<file path="src/rtl/uart_pkg.sv">
// Shared UART definitions for the transmit and receive sides: state encoding,
// legal frame-format ranges and bit-timing / parity helpers.
package uart_pkg;

  typedef enum logic [2:0] {
    IDLE   = 3'd0,
    START  = 3'd1,
    DATA   = 3'd2,
    PARITY = 3'd3,
    STOP   = 3'd4
  } uart_state_t;

  localparam int DATA_BITS_MIN = 5;
  localparam int DATA_BITS_MAX = 8;
  localparam int STOP_BITS_MIN = 1;
  localparam int STOP_BITS_MAX = 2;

  // Clock cycles per bit period, rounded down.
  function automatic int clks_per_bit(input int clk_freq, input int baud);
    return clk_freq / baud;
  endfunction

  // Even parity over an already-masked data word.
  function automatic logic even_parity(input logic [7:0] word);
    return ^word;
  endfunction

endpackage

</file>
<file path="src/rtl/uart_baud_counter.sv">
// Bit-period timer: counts 0..CLKS_PER_BIT-1 and wraps, flagging the last
// cycle of each bit period with bit_done. clear holds the count at zero so the
// first period after release is full length.
module uart_baud_counter #(
  parameter int CLKS_PER_BIT = 217
) (
  input  logic clk,
  input  logic rst_n,
  input  logic clear,
  output logic bit_done
);

  localparam int CW = (CLKS_PER_BIT > 2) ? $clog2(CLKS_PER_BIT) : 1;
  localparam logic [CW-1:0] LAST = CW'(CLKS_PER_BIT - 1);

  logic [CW-1:0] count_r;

  // Free-running bit-period counter, restarted on every bit boundary.
  always_ff @(posedge clk) begin
    if (!rst_n) begin
      count_r <= {CW{1'b0}};
    end else if (clear || (count_r == LAST)) begin
      count_r <= {CW{1'b0}};
    end else begin
      count_r <= count_r + CW'(1);
    end
  end

  assign bit_done = (count_r == LAST) && !clear;

endmodule

</file>
<file path="src/rtl/uart_tx.sv">
// UART transmitter: one word per valid/ready handshake, sent LSB-first as
// start + DATA_BITS data + optional even parity + STOP_BITS stop bits.
// Optional feature macro: UART_TX_PARITY_EN adds one even-parity bit after data.
// All outputs are registered; the line idles high.
module uart_tx
  import uart_pkg::*;
#(
  parameter int CLK_FREQ  = 25_000_000,
  parameter int BAUD_RATE = 115_200,
  parameter int DATA_BITS = 8,
  parameter int STOP_BITS = 1
) (
  input  logic       clk,
  input  logic       rst_n,
  input  logic [7:0] data,
  input  logic       valid,
  output logic       ready,
  output logic       busy,
  output logic       serial
);

  localparam int CLKS_PER_BIT = clks_per_bit(CLK_FREQ, BAUD_RATE);
  localparam logic [7:0] DATA_MASK = 8'(8'hFF >> (8 - DATA_BITS));
  localparam logic [2:0] LAST_IDX  = 3'(DATA_BITS - 1);
  localparam logic       LAST_STOP = 1'(STOP_BITS - 1);

  generate
    if ((DATA_BITS < DATA_BITS_MIN) || (DATA_BITS > DATA_BITS_MAX)) begin : g_bad_data_bits
      $error("uart_tx: DATA_BITS must be in 5..8");
    end
    if ((STOP_BITS < STOP_BITS_MIN) || (STOP_BITS > STOP_BITS_MAX)) begin : g_bad_stop_bits
      $error("uart_tx: STOP_BITS must be in 1..2");
    end
    if (CLKS_PER_BIT < 2) begin : g_bad_baud
      $error("uart_tx: CLK_FREQ/BAUD_RATE must be at least 2");
    end
  endgenerate

  uart_state_t state_r, state_nxt;
  logic [7:0]  shift_r, shift_nxt;
  logic [2:0]  bit_idx_r, bit_idx_nxt;
  logic        stop_cnt_r, stop_cnt_nxt;
  logic        serial_r, serial_nxt;
  logic        ready_r, ready_nxt;
  logic        busy_r, busy_nxt;
  logic        bit_done_s;
  logic        clear_s;
`ifdef UART_TX_PARITY_EN
  logic        parity_r, parity_nxt;
`endif

  // The bit timer only runs while a frame is on the line.
  assign clear_s = (state_r == IDLE);

  uart_baud_counter #(
    .CLKS_PER_BIT(CLKS_PER_BIT)
  ) u_baud (
    .clk     (clk),
    .rst_n   (rst_n),
    .clear   (clear_s),
    .bit_done(bit_done_s)
  );

  // State, datapath and registered-output update; reset aborts any frame.
  always_ff @(posedge clk) begin
    if (!rst_n) begin
      state_r    <= IDLE;
      shift_r    <= 8'h00;
      bit_idx_r  <= 3'd0;
      stop_cnt_r <= 1'b0;
      serial_r   <= 1'b1;
      ready_r    <= 1'b1;
      busy_r     <= 1'b0;
`ifdef UART_TX_PARITY_EN
      parity_r   <= 1'b0;
`endif
    end else begin
      state_r    <= state_nxt;
      shift_r    <= shift_nxt;
      bit_idx_r  <= bit_idx_nxt;
      stop_cnt_r <= stop_cnt_nxt;
      serial_r   <= serial_nxt;
      ready_r    <= ready_nxt;
      busy_r     <= busy_nxt;
`ifdef UART_TX_PARITY_EN
      parity_r   <= parity_nxt;
`endif
    end
  end

  // Next-state logic; outputs are computed for the next state so they stay registered.
  always_comb begin
    state_nxt    = state_r;
    shift_nxt    = shift_r;
    bit_idx_nxt  = bit_idx_r;
    stop_cnt_nxt = stop_cnt_r;
    serial_nxt   = serial_r;
    ready_nxt    = ready_r;
    busy_nxt     = busy_r;
`ifdef UART_TX_PARITY_EN
    parity_nxt   = parity_r;
`endif
    case (state_r)
      IDLE: begin
        serial_nxt = 1'b1;
        if (valid && ready_r) begin
          state_nxt    = START;
          shift_nxt    = data & DATA_MASK;
          bit_idx_nxt  = 3'd0;
          stop_cnt_nxt = 1'b0;
          serial_nxt   = 1'b0;
          ready_nxt    = 1'b0;
          busy_nxt     = 1'b1;
`ifdef UART_TX_PARITY_EN
          parity_nxt   = even_parity(data & DATA_MASK);
`endif
        end else begin
          ready_nxt = 1'b1;
          busy_nxt  = 1'b0;
        end
      end
      START: begin
        if (bit_done_s) begin
          state_nxt  = DATA;
          serial_nxt = shift_r[0];
          shift_nxt  = {1'b0, shift_r[7:1]};
        end else begin
          serial_nxt = 1'b0;
        end
      end
      DATA: begin
        if (bit_done_s) begin
          if (bit_idx_r == LAST_IDX) begin
`ifdef UART_TX_PARITY_EN
            state_nxt  = PARITY;
            serial_nxt = parity_r;
`else
            state_nxt  = STOP;
            serial_nxt = 1'b1;
`endif
          end else begin
            bit_idx_nxt = bit_idx_r + 3'd1;
            serial_nxt  = shift_r[0];
            shift_nxt   = {1'b0, shift_r[7:1]};
          end
        end else begin
          serial_nxt = serial_r;
        end
      end
`ifdef UART_TX_PARITY_EN
      PARITY: begin
        if (bit_done_s) begin
          state_nxt  = STOP;
          serial_nxt = 1'b1;
        end else begin
          serial_nxt = parity_r;
        end
      end
`endif
      STOP: begin
        serial_nxt = 1'b1;
        if (bit_done_s) begin
          if (stop_cnt_r == LAST_STOP) begin
            state_nxt = IDLE;
            ready_nxt = 1'b1;
            busy_nxt  = 1'b0;
          end else begin
            stop_cnt_nxt = stop_cnt_r + 1'b1;
          end
        end else begin
          stop_cnt_nxt = stop_cnt_r;
        end
      end
      default: begin
        state_nxt  = IDLE;
        serial_nxt = 1'b1;
        ready_nxt  = 1'b1;
        busy_nxt   = 1'b0;
      end
    endcase
  end

  assign ready  = ready_r;
  assign busy   = busy_r;
  assign serial = serial_r;

endmodule

</file>
<file path="config.mk">
export PLATFORM = sky130hd
export DESIGN_NAME = uart_tx
export DESIGN_NICKNAME = d
export VERILOG_FILES = /design/src/rtl/uart_pkg.sv /design/src/rtl/uart_baud_counter.sv /design/src/rtl/uart_tx.sv
export SDC_FILE = /design/constraint.sdc
export NUM_CORES = 1
export LEC_CHECK = 0
export ABC_CLOCK_PERIOD_IN_PS = 2900
export CAP_MARGIN = 15
export CORE_MARGIN = 1.5
export CORE_UTILIZATION = 55
export CTS_CLUSTER_DIAMETER = 120
export CTS_CLUSTER_SIZE = 20
export DETAILED_ROUTE_END_ITERATION = 7
export PLACE_DENSITY = 0.75
export SETUP_SLACK_MARGIN = 0.2
export SLEW_MARGIN = 20
export SYNTH_ARGS = -nofsm -noshare
export SYNTH_HDL_FRONTEND = slang
export SYNTH_HIERARCHICAL = 1
export SYNTH_SLANG_ARGS = --single-unit
</file>
<file path="constraint.sdc">
create_clock -name clk -period 2.9 [get_ports clk]
set_input_delay 0.29 -clock clk [delete_from_list [all_inputs] [get_ports clk]]
set_output_delay 0.29 -clock clk [all_outputs]
set_load 0.005 [all_outputs]
</file>
==> flow_summary.ini <==
[yosys]
avgSynthCellArea_um2 = 9.87
ys_warn_count = 6
synth_edf_count = 0
yosys_most_used_dff = sky130_fd_sc_hd__dfxtp_1
netlist_instances = 136
postSynthRegisterBits = 25
seq_area_frac_synth = 0.373
netlist-cell-type-count = 40
syn_area_um2 = 1340
synth-async-reset-ratio = 0
mappedNetlistNets = 151

[timing]
tns_setup_ps = 0
final_min_period_over_clock_period = 0.800
slew-limit-headroom = 0.690
max_clock_freq_mhz = 431
slew_violations = 0
setup_viol_count_final = 0
timing_worst_slew_pin_value_ps = 464
rsz0062_at_grt = no
finalHoldViolCount = 0
layout_min_cycle_time_ps = 2320
clock_skew_ps = 8.06

[cells_and_area]
mostFrequentLayoutCells = 25 x sky130_fd_sc_hd__dfxtp_1, 14 x sky130_fd_sc_hd__a21oi_1, 13 x sky130_fd_sc_hd__clkdlybuf4s50_1
layout-drive-gt1-share = 0.167
flow.area_growth_from_synthesis_pct = 13.0
fin_nets = 166
layout.cells.most_common = sky130_fd_sc_hd__dfxtp_1
antenna_cells = 0
final_cell_count_without_fillers = 178
filler_cell_count = 201

[global_routing]
grt_remaining_overflow = 0
grt_start_max_net_pins = 17
grtUsageTotal = 0.203
first_global_vias = 951
grt_first_pass_wirelength_um = 4170
antenna_found_initial = 0

[cts]
worst_skew_late_latency_ps = 330
cts_hold_repair.buffers = 0
cts.sink_count = 25
clk_pin_slew_ps = 150
cts-buffers-inserted = 3
cts-root-buf = sky130_fd_sc_hd__clkbuf_4
cts_buffer_depth = 2
post-cts-setup-buffer-count = 0
cts-resized-gates = 0
cts_max_level = 1
cts_tree = built

[route]
detailedRoute.firstPassIterationCount = 4
dr_total_vias = 1035
drt-wirelength-per-cell_um = 13.8
ant_nets = 0
detailed_route_vias_per_instance = 5.81
drt_first_iter_violations = 15
drc_markers = 0
routed_wirelength_um = 2460

[power_and_ir_drop]
power.leakage_nw = 0.529
power_density_nw_per_um2 = 449
worst_ir_drop_vdd_mv = 0.351

[critical_path]
r2r.worst_path.cells = 7
timing.critical_path.fanout_max = 12
critical_path_rt_ps = 3110
timing.critical_path.from_type = register
end_kind = register
critPathKind = register to register
worstPathArrival_ps = 2530

[min_path]
min_delay_path_depth = 1
holdCritPathClass = register to register

[die]
fp.dieH_um = 52.4
rows = 17
die_width_um = 52.4
initial_core_util = 0.595
die_area_um2 = 2750
placeableCoreArea_um2 = 2250
i_o_pin_count = 14

[flow_run]
drv.max_cap_violation_count = 0

[placement]
portBuffers = 13
placed_cells_incl_taps = 174
final_weighted_congestion_in_routability_driven_placement = 0.810
place.detailed.hpwl_um = 1790

[run_status]
result_of_the_run = completed
[path summary, 6_finish.rpt]
kind	from	endpoint	slack, ps
hold reg to reg	u_baud/count_r[0]$_SDFF_PP0_	u_baud/count_r[0]$_SDFF_PP0_	490
setup reg to reg	state_r[2]$_SDFFE_PN0P_	shift_r[0]$_SDFFE_PN0P_	580
setup / recovery	state_r[2]$_SDFFE_PN0P_	shift_r[0]$_SDFFE_PN0P_	580
hold / removal	u_baud/count_r[0]$_SDFF_PP0_	u_baud/count_r[0]$_SDFF_PP0_	490
[logic make-up after synthesis]
kind of cell               count (synthesis)  synth area share
and+or+nand+nor                           42             0.184
AOI/OAI and AO/OA                         40             0.259
DFF                                       25             0.373
buffers and inverters                     12            0.0522
muxes                                     10            0.0755
adders and majority gates                  4            0.0373
xor gates and xnor gates                   3            0.0196
[critical path, cell delays in order, from the launching register on]
cell and delay (ps):
sky130_fd_sc_hd__dfxtp_1 630, sky130_fd_sc_hd__nor3_1 120, sky130_fd_sc_hd__nor4_1 300, sky130_fd_sc_hd__buf_4 190, sky130_fd_sc_hd__nand2b_1 170, sky130_fd_sc_hd__a2bb2oi_4 270, sky130_fd_sc_hd__and2_1 400, sky130_fd_sc_hd__a211oi_2 120
[sequential cells by signal, indices dropped and copies added (netlist names)]
register and count:
shift_r 8, state_r 3, bit_idx_r 3, serial 1, ready 1, busy 1, u_baud/count_r 8
[final cells by class]
type	instances	area (um2)	share of cell area
tap	28	35.0	0.0231
clock buffer	3	22.5	0.0148
timing repair buffer	17	160	0.106
inverter	5	18.8	0.0124
multi-input combinational	99	772	0.509
clock inverter	1	8.76	0.00577
sequential	25	500	0.330
[power breakdown]
group | total (mW) | switching, mW | internal [mW]
logic | 0.137 | 0.0680 | 0.0689
clock network | 0.168 | 0.112 | 0.0562
registers | 0.377 | 0.0130 | 0.364
[metrics by stage]
stage          setup WS (ps)   util  cell area (um2)  power (mW)  hold WS, ps
2_1_floorplan            631      -             1340       0.484          368
3_3_place_gp             701  0.659             1490       0.517          450
3_5_place_dp             610  0.659             1490       0.522          465
4_1_cts                  594  0.673             1520       0.692          499
5_1_grt                  475  0.673             1520       0.716          525
6_report                 581  0.673             1520       0.682          492
[synthesized netlist by cell type (2+ instances only)]
cell type	number	area share
sky130_fd_sc_hd__nand2_1	4	0.011
sky130_fd_sc_hd__dfxtp_1	25	0.37
sky130_fd_sc_hd__a22o_1	2	0.013
sky130_fd_sc_hd__buf_2	2	0.0075
sky130_fd_sc_hd__nand2b_1	5	0.023
sky130_fd_sc_hd__ha_1	4	0.037
sky130_fd_sc_hd__mux2i_1	9	0.067
sky130_fd_sc_hd__nor4_1	2	0.0093
sky130_fd_sc_hd__or3_1	3	0.014
sky130_fd_sc_hd__o21ai_0	5	0.019
sky130_fd_sc_hd__nand2b_4	2	0.021
sky130_fd_sc_hd__nand4_1	2	0.0093
sky130_fd_sc_hd__nor2_1	10	0.028
sky130_fd_sc_hd__buf_4	2	0.011
sky130_fd_sc_hd__a21oi_1	14	0.052
sky130_fd_sc_hd__a211oi_1	2	0.011
sky130_fd_sc_hd__a211oi_2	9	0.084
sky130_fd_sc_hd__buf_6	2	0.017
sky130_fd_sc_hd__nor3_1	5	0.019
sky130_fd_sc_hd__inv_1	5	0.014
sky130_fd_sc_hd__nand3_1	2	0.0075
sky130_fd_sc_hd__xor2_1	2	0.013
[routing by layer]
layer | global-route usage | part of all wire | up-vias
li1 | - | - | 530
met1 | 0.248 | 0.47 | 488
met2 | 0.354 | 0.49 | 15
met3 | 0.0600 | 0.034 | 2
met4 | 0.0385 | 0.0057 | 0
met5 | 0 | 0 | -
No activity file was read; power rests on OpenSTA's default activity.
